## src/rtl/cic_vco_diff_ctrl.sv

```systemverilog
// cic_vco_diff_ctrl
// Measurement sequencer for the differential VCO-ADC CIC decimation filter.
// A conversion request holds the filter in reset for two cycles, enables it,
// discards DISCARD settling ticks and sums 2^LOG2_AVG decimated samples.
// The block sum is then offered on a valid/ready handshake.
//
// Optional feature macro: CIC_CTRL_OFFSET_CAL_EN
//   When defined, START with CAL=1 stores the block sum as an offset. Normal
//   runs then return the saturated value sum - offset.
//
// Ports
//   i_clk         system clock, rising edge
//   i_rst_n       asynchronous active-low reset
//   i_start       conversion request, sampled only in IDLE
//   i_abort       cancel the conversion in progress
//   i_cal         qualifies i_start as offset calibration (feature build only)
//   i_cic_out     signed filter output, BW+1 bits
//   o_cic_res     high holds the filter in reset
//   o_cic_enable  filter enable
//   o_result      signed block sum, BW+1+LOG2_AVG bits
//   o_valid       o_result valid
//   i_ready       consumer accepts o_result
//   o_busy        sequencer not idle
module cic_vco_diff_ctrl #(
  parameter int unsigned BW       = 5,
  parameter int unsigned DEC      = 8,
  parameter int unsigned DISCARD  = 4,
  parameter int unsigned LOG2_AVG = 3
) (
  input  logic                    i_clk,
  input  logic                    i_rst_n,
  input  logic                    i_start,
  input  logic                    i_abort,
  input  logic                    i_cal,
  input  logic [BW:0]             i_cic_out,
  output logic                    o_cic_res,
  output logic                    o_cic_enable,
  output logic [BW+LOG2_AVG:0]    o_result,
  output logic                    o_valid,
  input  logic                    i_ready,
  output logic                    o_busy
);

  localparam int unsigned AW   = BW + 1 + LOG2_AVG;
  localparam int unsigned NAVG = 1 << LOG2_AVG;
  localparam int unsigned CMAX = (DISCARD > NAVG) ? DISCARD : NAVG;
  localparam int unsigned CW   = (CMAX > 1) ? $clog2(CMAX) : 1;
  localparam int unsigned DW   = $clog2(DEC);

  localparam logic [DW-1:0] DIV_LAST  = DW'(DEC - 1);
  localparam logic [CW-1:0] DISC_LAST = CW'(DISCARD - 1);
  localparam logic [CW-1:0] AVG_LAST  = CW'(NAVG - 1);

  typedef enum logic [2:0] {
    StIdle,
    StFlush,
    StSettle,
    StAccum,
    StHold
  } state_e;

  state_e                r_state;
  state_e                w_state_d;
  logic                  r_flush;
  logic                  w_flush_d;
  logic [DW-1:0]         r_div;
  logic [DW-1:0]         w_div_d;
  logic [CW-1:0]         r_tick_cnt;
  logic [CW-1:0]         w_tick_cnt_d;
  logic signed [AW-1:0]  r_acc;
  logic signed [AW-1:0]  w_acc_d;
  logic [AW-1:0]         r_result;
  logic [AW-1:0]         w_result_d;

  logic                  w_tick;
  logic signed [BW:0]    w_cic_s;
  logic signed [AW-1:0]  w_cic_ext;
  logic signed [AW-1:0]  w_sum;

  assign w_tick    = (r_div == DIV_LAST);
  assign w_cic_s   = i_cic_out;
  assign w_cic_ext = AW'(w_cic_s);
  // Accumulator width covers 2^LOG2_AVG full-scale samples, so no overflow.
  assign w_sum     = r_acc + w_cic_ext;

`ifdef CIC_CTRL_OFFSET_CAL_EN
  localparam logic [AW-1:0] RES_MAX = {1'b0, {(AW-1){1'b1}}};
  localparam logic [AW-1:0] RES_MIN = {1'b1, {(AW-1){1'b0}}};

  logic                  r_cal;
  logic                  w_cal_d;
  logic signed [AW-1:0]  r_offset;
  logic signed [AW-1:0]  w_offset_d;
  logic signed [AW:0]    w_diff;
  logic [AW-1:0]         w_sat;

  // One guard bit: the two top bits disagree exactly when sum - offset leaves range.
  assign w_diff = (AW+1)'(w_sum) - (AW+1)'(r_offset);
  assign w_sat  = (w_diff[AW] != w_diff[AW-1]) ? (w_diff[AW] ? RES_MIN : RES_MAX)
                                               : w_diff[AW-1:0];
`else
  logic w_unused_cal;
  assign w_unused_cal = i_cal;
`endif

  always_ff @(posedge i_clk or negedge i_rst_n) begin
    if (!i_rst_n) begin
      r_state    <= StIdle;
      r_flush    <= 1'b0;
      r_div      <= '0;
      r_tick_cnt <= '0;
      r_acc      <= '0;
      r_result   <= '0;
`ifdef CIC_CTRL_OFFSET_CAL_EN
      r_cal      <= 1'b0;
      r_offset   <= '0;
`endif
    end else begin
      r_state    <= w_state_d;
      r_flush    <= w_flush_d;
      r_div      <= w_div_d;
      r_tick_cnt <= w_tick_cnt_d;
      r_acc      <= w_acc_d;
      r_result   <= w_result_d;
`ifdef CIC_CTRL_OFFSET_CAL_EN
      r_cal      <= w_cal_d;
      r_offset   <= w_offset_d;
`endif
    end
  end

  always_comb begin
    w_state_d    = r_state;
    w_flush_d    = r_flush;
    w_div_d      = r_div;
    w_tick_cnt_d = r_tick_cnt;
    w_acc_d      = r_acc;
    w_result_d   = r_result;
`ifdef CIC_CTRL_OFFSET_CAL_EN
    w_cal_d      = r_cal;
    w_offset_d   = r_offset;
`endif

    unique case (r_state)
      StIdle: begin
        if (i_start && !i_abort) begin
          w_state_d = StFlush;
          w_flush_d = 1'b0;
`ifdef CIC_CTRL_OFFSET_CAL_EN
          w_cal_d   = i_cal;
`endif
        end
      end

      StFlush: begin
        w_flush_d = 1'b1;
        if (r_flush) begin
          w_state_d    = StSettle;
          w_flush_d    = 1'b0;
          w_div_d      = '0;
          w_tick_cnt_d = '0;
        end
      end

      StSettle: begin
        w_div_d = w_tick ? '0 : r_div + 1'b1;
        if (w_tick) begin
          if (r_tick_cnt == DISC_LAST) begin
            w_state_d    = StAccum;
            w_tick_cnt_d = '0;
            w_acc_d      = '0;
          end else begin
            w_tick_cnt_d = r_tick_cnt + 1'b1;
          end
        end
      end

      StAccum: begin
        w_div_d = w_tick ? '0 : r_div + 1'b1;
        if (w_tick) begin
          w_acc_d = w_sum;
          if (r_tick_cnt == AVG_LAST) begin
            w_tick_cnt_d = '0;
            w_div_d      = '0;
`ifdef CIC_CTRL_OFFSET_CAL_EN
            if (r_cal) begin
              w_offset_d = w_sum;
              w_cal_d    = 1'b0;
              w_state_d  = StIdle;
            end else begin
              w_result_d = w_sat;
              w_state_d  = StHold;
            end
`else
            w_result_d = w_sum;
            w_state_d  = StHold;
`endif
          end else begin
            w_tick_cnt_d = r_tick_cnt + 1'b1;
          end
        end
      end

      StHold: begin
        if (i_ready) begin
          w_state_d = StIdle;
        end
      end

      default: begin
        w_state_d = StIdle;
      end
    endcase

    // Abort overrides everything except in IDLE; the last result is kept.
    if (i_abort && (r_state != StIdle)) begin
      w_state_d    = StIdle;
      w_flush_d    = 1'b0;
      w_div_d      = '0;
      w_tick_cnt_d = '0;
      w_acc_d      = '0;
`ifdef CIC_CTRL_OFFSET_CAL_EN
      w_cal_d      = 1'b0;
`endif
    end
  end

  always_comb begin
    o_cic_res    = 1'b1;
    o_cic_enable = 1'b0;
    if ((r_state == StSettle) || (r_state == StAccum)) begin
      o_cic_res    = 1'b0;
      o_cic_enable = 1'b1;
    end
  end

  assign o_valid  = (r_state == StHold);
  assign o_busy   = (r_state != StIdle);
  assign o_result = r_result;

endmodule

```

## config.mk

```make
export PLATFORM = sky130hd
export DESIGN_NAME = cic_vco_diff_ctrl
export DESIGN_NICKNAME = d
export VERILOG_FILES = /design/src/rtl/cic_vco_diff_ctrl.sv
export SDC_FILE = /design/constraint.sdc
export NUM_CORES = 1
export LEC_CHECK = 0
export BUFFER_PORTS_ARGS = -buffer_cell sky130_fd_sc_hd__buf_2
export CAP_MARGIN = 0
export CORE_MARGIN = 2
export CORE_UTILIZATION = 63
export CTS_BUF_LIST = sky130_fd_sc_hd__clkbuf_4
export DETAILED_ROUTE_END_ITERATION = 6
export HOLD_SLACK_MARGIN = 0.02
export PLACE_DENSITY_LB_ADDON = 0.05
export SLEW_MARGIN = 20
export SYNTH_ARGS = -nofsm -noshare
export SYNTH_HDL_FRONTEND = slang
export SYNTH_SLANG_ARGS = --single-unit
```

## constraint.sdc

```tcl
create_clock -name i_clk -period 5.2 [get_ports i_clk]
set_input_delay 0.78 -clock i_clk [delete_from_list [all_inputs] [get_ports i_clk]]
set_output_delay 0.78 -clock i_clk [all_outputs]
set_load 0.01 [all_outputs]
```

==> impl_metrics.env <==
export IMPL_status="finished clean"
export IMPL_boundaryPins=25
export IMPL_fmax_ghz=0.4104
export IMPL_cts_resized=0
export IMPL_dp_cells=205
export IMPL_finalSetupViolations=0
export IMPL_yosys_most_used_dff="dfrtp_1"
export IMPL_clock_sinks=28
export IMPL_clockBufferDepth=2
export IMPL_critical_path_arrival_ns=2.70
export IMPL_finalSetupTns_ns=0
export IMPL_grt_setup_unrepaired="no"
export IMPL_ys_seq_area_share_pct=42.14
export IMPL_syn_nets=182
export IMPL_start_util_pct=66.52
export IMPL_final_cells=209
export IMPL_power_leakage_nw=0.9438
export IMPL_clk_pin_slew_ns=0.14
export IMPL_ys_warnings_count=0
export IMPL_die_h_um=55.38
export IMPL_path_max_fanout=4
export IMPL_drt_iter0_markers=36
export IMPL_finalCriticalPeriod_ns=2.437
export IMPL_postLayoutCoreUtil_pct=73.12
export IMPL_syn_avg_cell_area_um2=10.73
export IMPL_grt_first_pass_wirelength_mm=5.927
export IMPL_core_area_mm2=0.002500
export IMPL_dp_hpwl_mm=2.392
export IMPL_post_cts_buffers=0
export IMPL_r2r_slack_ns=2.91
export IMPL_drc=0
export IMPL_hold_class="input port to async pin"
export IMPL_grtUsageTotal_pct=23.83
export IMPL_firstDrtPassIters=4
export IMPL_synth_edff_count=0
export IMPL_vias_per_cell=6.225
export IMPL_antenna_found_initial=0
export IMPL_area_growth_pct=9.932
export IMPL_slew_violations=0
export IMPL_grt_max_degree=29
export IMPL_chipWidth_um=55.38
export IMPL_vias=1301
export IMPL_htreeDepth=1
export IMPL_cts_root_buf="clkbuf_4"
export IMPL_startpoint_type="input port"
export IMPL_post_route_period_util_pct=46.86
export IMPL_final_cell_mix="dfrtp_1, buf_2, ha_1"
export IMPL_syn_cell_area_mm2=0.001663
export IMPL_final_common_cell="dfrtp_1"
export IMPL_place_congestion=0.8207
export IMPL_ys_ff_latch=28
export IMPL_clock_latency_ns=0.33
export IMPL_cts_tree="yes"
export IMPL_tightest_slew_ns=0.8028
export IMPL_drive_above_1_share_pct=23.46
export IMPL_wire_per_inst_um=15.22
export IMPL_worst_setup_path_type="input port to flop"
export IMPL_synth_cell_types=43
export IMPL_grt_pass1_vias=1356
export IMPL_async_reset_ff_share_pct=100.0
export IMPL_rows=18
export IMPL_cp_end_kind="flop"
export IMPL_layout_nets=207
export IMPL_power_total_w=0.0004499
export IMPL_irDropWorstVdd_mv=0.2127
export IMPL_cp_data_required_time_ns=5.47
export IMPL_numCtsBuffers=3
export IMPL_syn_inst=155
export IMPL_antenna_cells=0
export IMPL_ant_nets=0
export IMPL_hold_violations=0
export IMPL_io_buffers=23
export IMPL_power_density_mw_per_mm2=246.1
export IMPL_grt_ovfl_total=0
export IMPL_skew_ns=0.004607
export IMPL_slew_limit_headroom_pct=46.48
export IMPL_wirelength_mm=3.181
export IMPL_maxCapViolCount=0
export IMPL_die_area_mm2=0.003066
export IMPL_ctsHoldBuffers=0
==> worst max-delay path, stage by stage <==
cell and delay, ns:
buf_2 0.10, ha_1 0.23, fa_1 0.44, a211oi_2 0.24
o21ai_2 0.12, mux2_4 0.32, o41a_1 0.36, a21oi_1 0.11
==> registers in the layout (all words and copies together), names as in the netlist <==
register    flops
o_result        9
r_acc           9
r_div           3
r_flush         1
r_state         3
r_tick_cnt      3
==> report_power, final <==
group,internal [W],total [W],switching [W]
Sequential,0.000235,0.000261,0.0000263
Combinational,0.0000431,0.0000977,0.0000546
Clock,0.0000282,0.0000909,0.0000627
==> cells by family (layout without fill, tap and decap cells) <==
family / Yosys count / after routing / synth area share [%]
AND/OR/NAND/NOR: 33 / 33 / 10.23
AO/OA/AOI/OAI: 50 / 50 / 21.82
buffers and inverters: 11 / 35 / 2.633
XOR/XNOR: 6 / 6 / 3.160
adder cells (fa/ha/maj): 15 / 15 / 11.74
flip-flops: 28 / 28 / 42.14
multiplexers: 12 / 12 / 8.277
==> final timing paths <==
check	startpoint	to	cells past startpoint
min in group i_clk	o_result[2]	o_result[2]	2
max	i_cic_out[0]	r_acc[8]	8
min	i_rst_n	r_acc[1]	1
max in group asynchronous	i_rst_n	r_acc[8]	1
min reg2reg	o_result[2]	o_result[2]	2
max reg2reg	r_acc[0]	r_acc[8]	7
==> per-stage QoR <==
stage / instance area, um^2 / hold slack, ns / setup slack (ns)
3_3_place_gp: 1802 / 0.4645 / 2.445
4_1_cts: 1828 / 0.4605 / 2.764
5_1_grt: 1828 / 0.4967 / 2.700
3_5_place_dp: 1802 / 0.4670 / 2.411
2_1_floorplan: 1663 / 0.4526 / 2.621
6_report: 1828 / 0.4390 / 2.763
==> routing by layer <==
| layer | vias to the layer above | global-route usage [%] | part of all wire (%) |
|---|---|---|---|
| met2 | 32 | 40.99 | 50 |
| met3 | 6 | 3.044 | 3.4 |
| met4 | 0 | 8.014 | 1.6 |
| li1 | 635 | - | - |
| met1 | 628 | 30.98 | 45 |
| met5 | - | 0 | 0 |
==> final cells by class <==
class,count,area [um^2]
multi-input cells,116,918.4
clock inverters,1,3.754
clock buffers,3,22.52
well taps,30,37.54
repair buffers,23,115.1
fillers,187,671.9
flip-flops and latches,28,700.7
inverters,8,30.03
==> synthesized netlist by cell type (3+ instances only) <==
cell type | count | share of area (%)
nor2_1 | 9 | 2.0
nand2_1 | 8 | 1.8
a22o_1 | 8 | 4.2
dfrtp_1 | 28 | 42
a21o_1 | 4 | 1.8
nor3_1 | 3 | 0.90
o31ai_1 | 3 | 1.4
inv_1 | 7 | 1.6
mux2_2 | 10 | 6.8
o21ai_0 | 7 | 2.1
o211ai_1 | 3 | 1.4
a21oi_1 | 9 | 2.7
xnor2_1 | 5 | 2.6
ha_1 | 14 | 11
a211oi_1 | 3 | 1.4
Note: power is estimated with default switching activity, not from simulation.
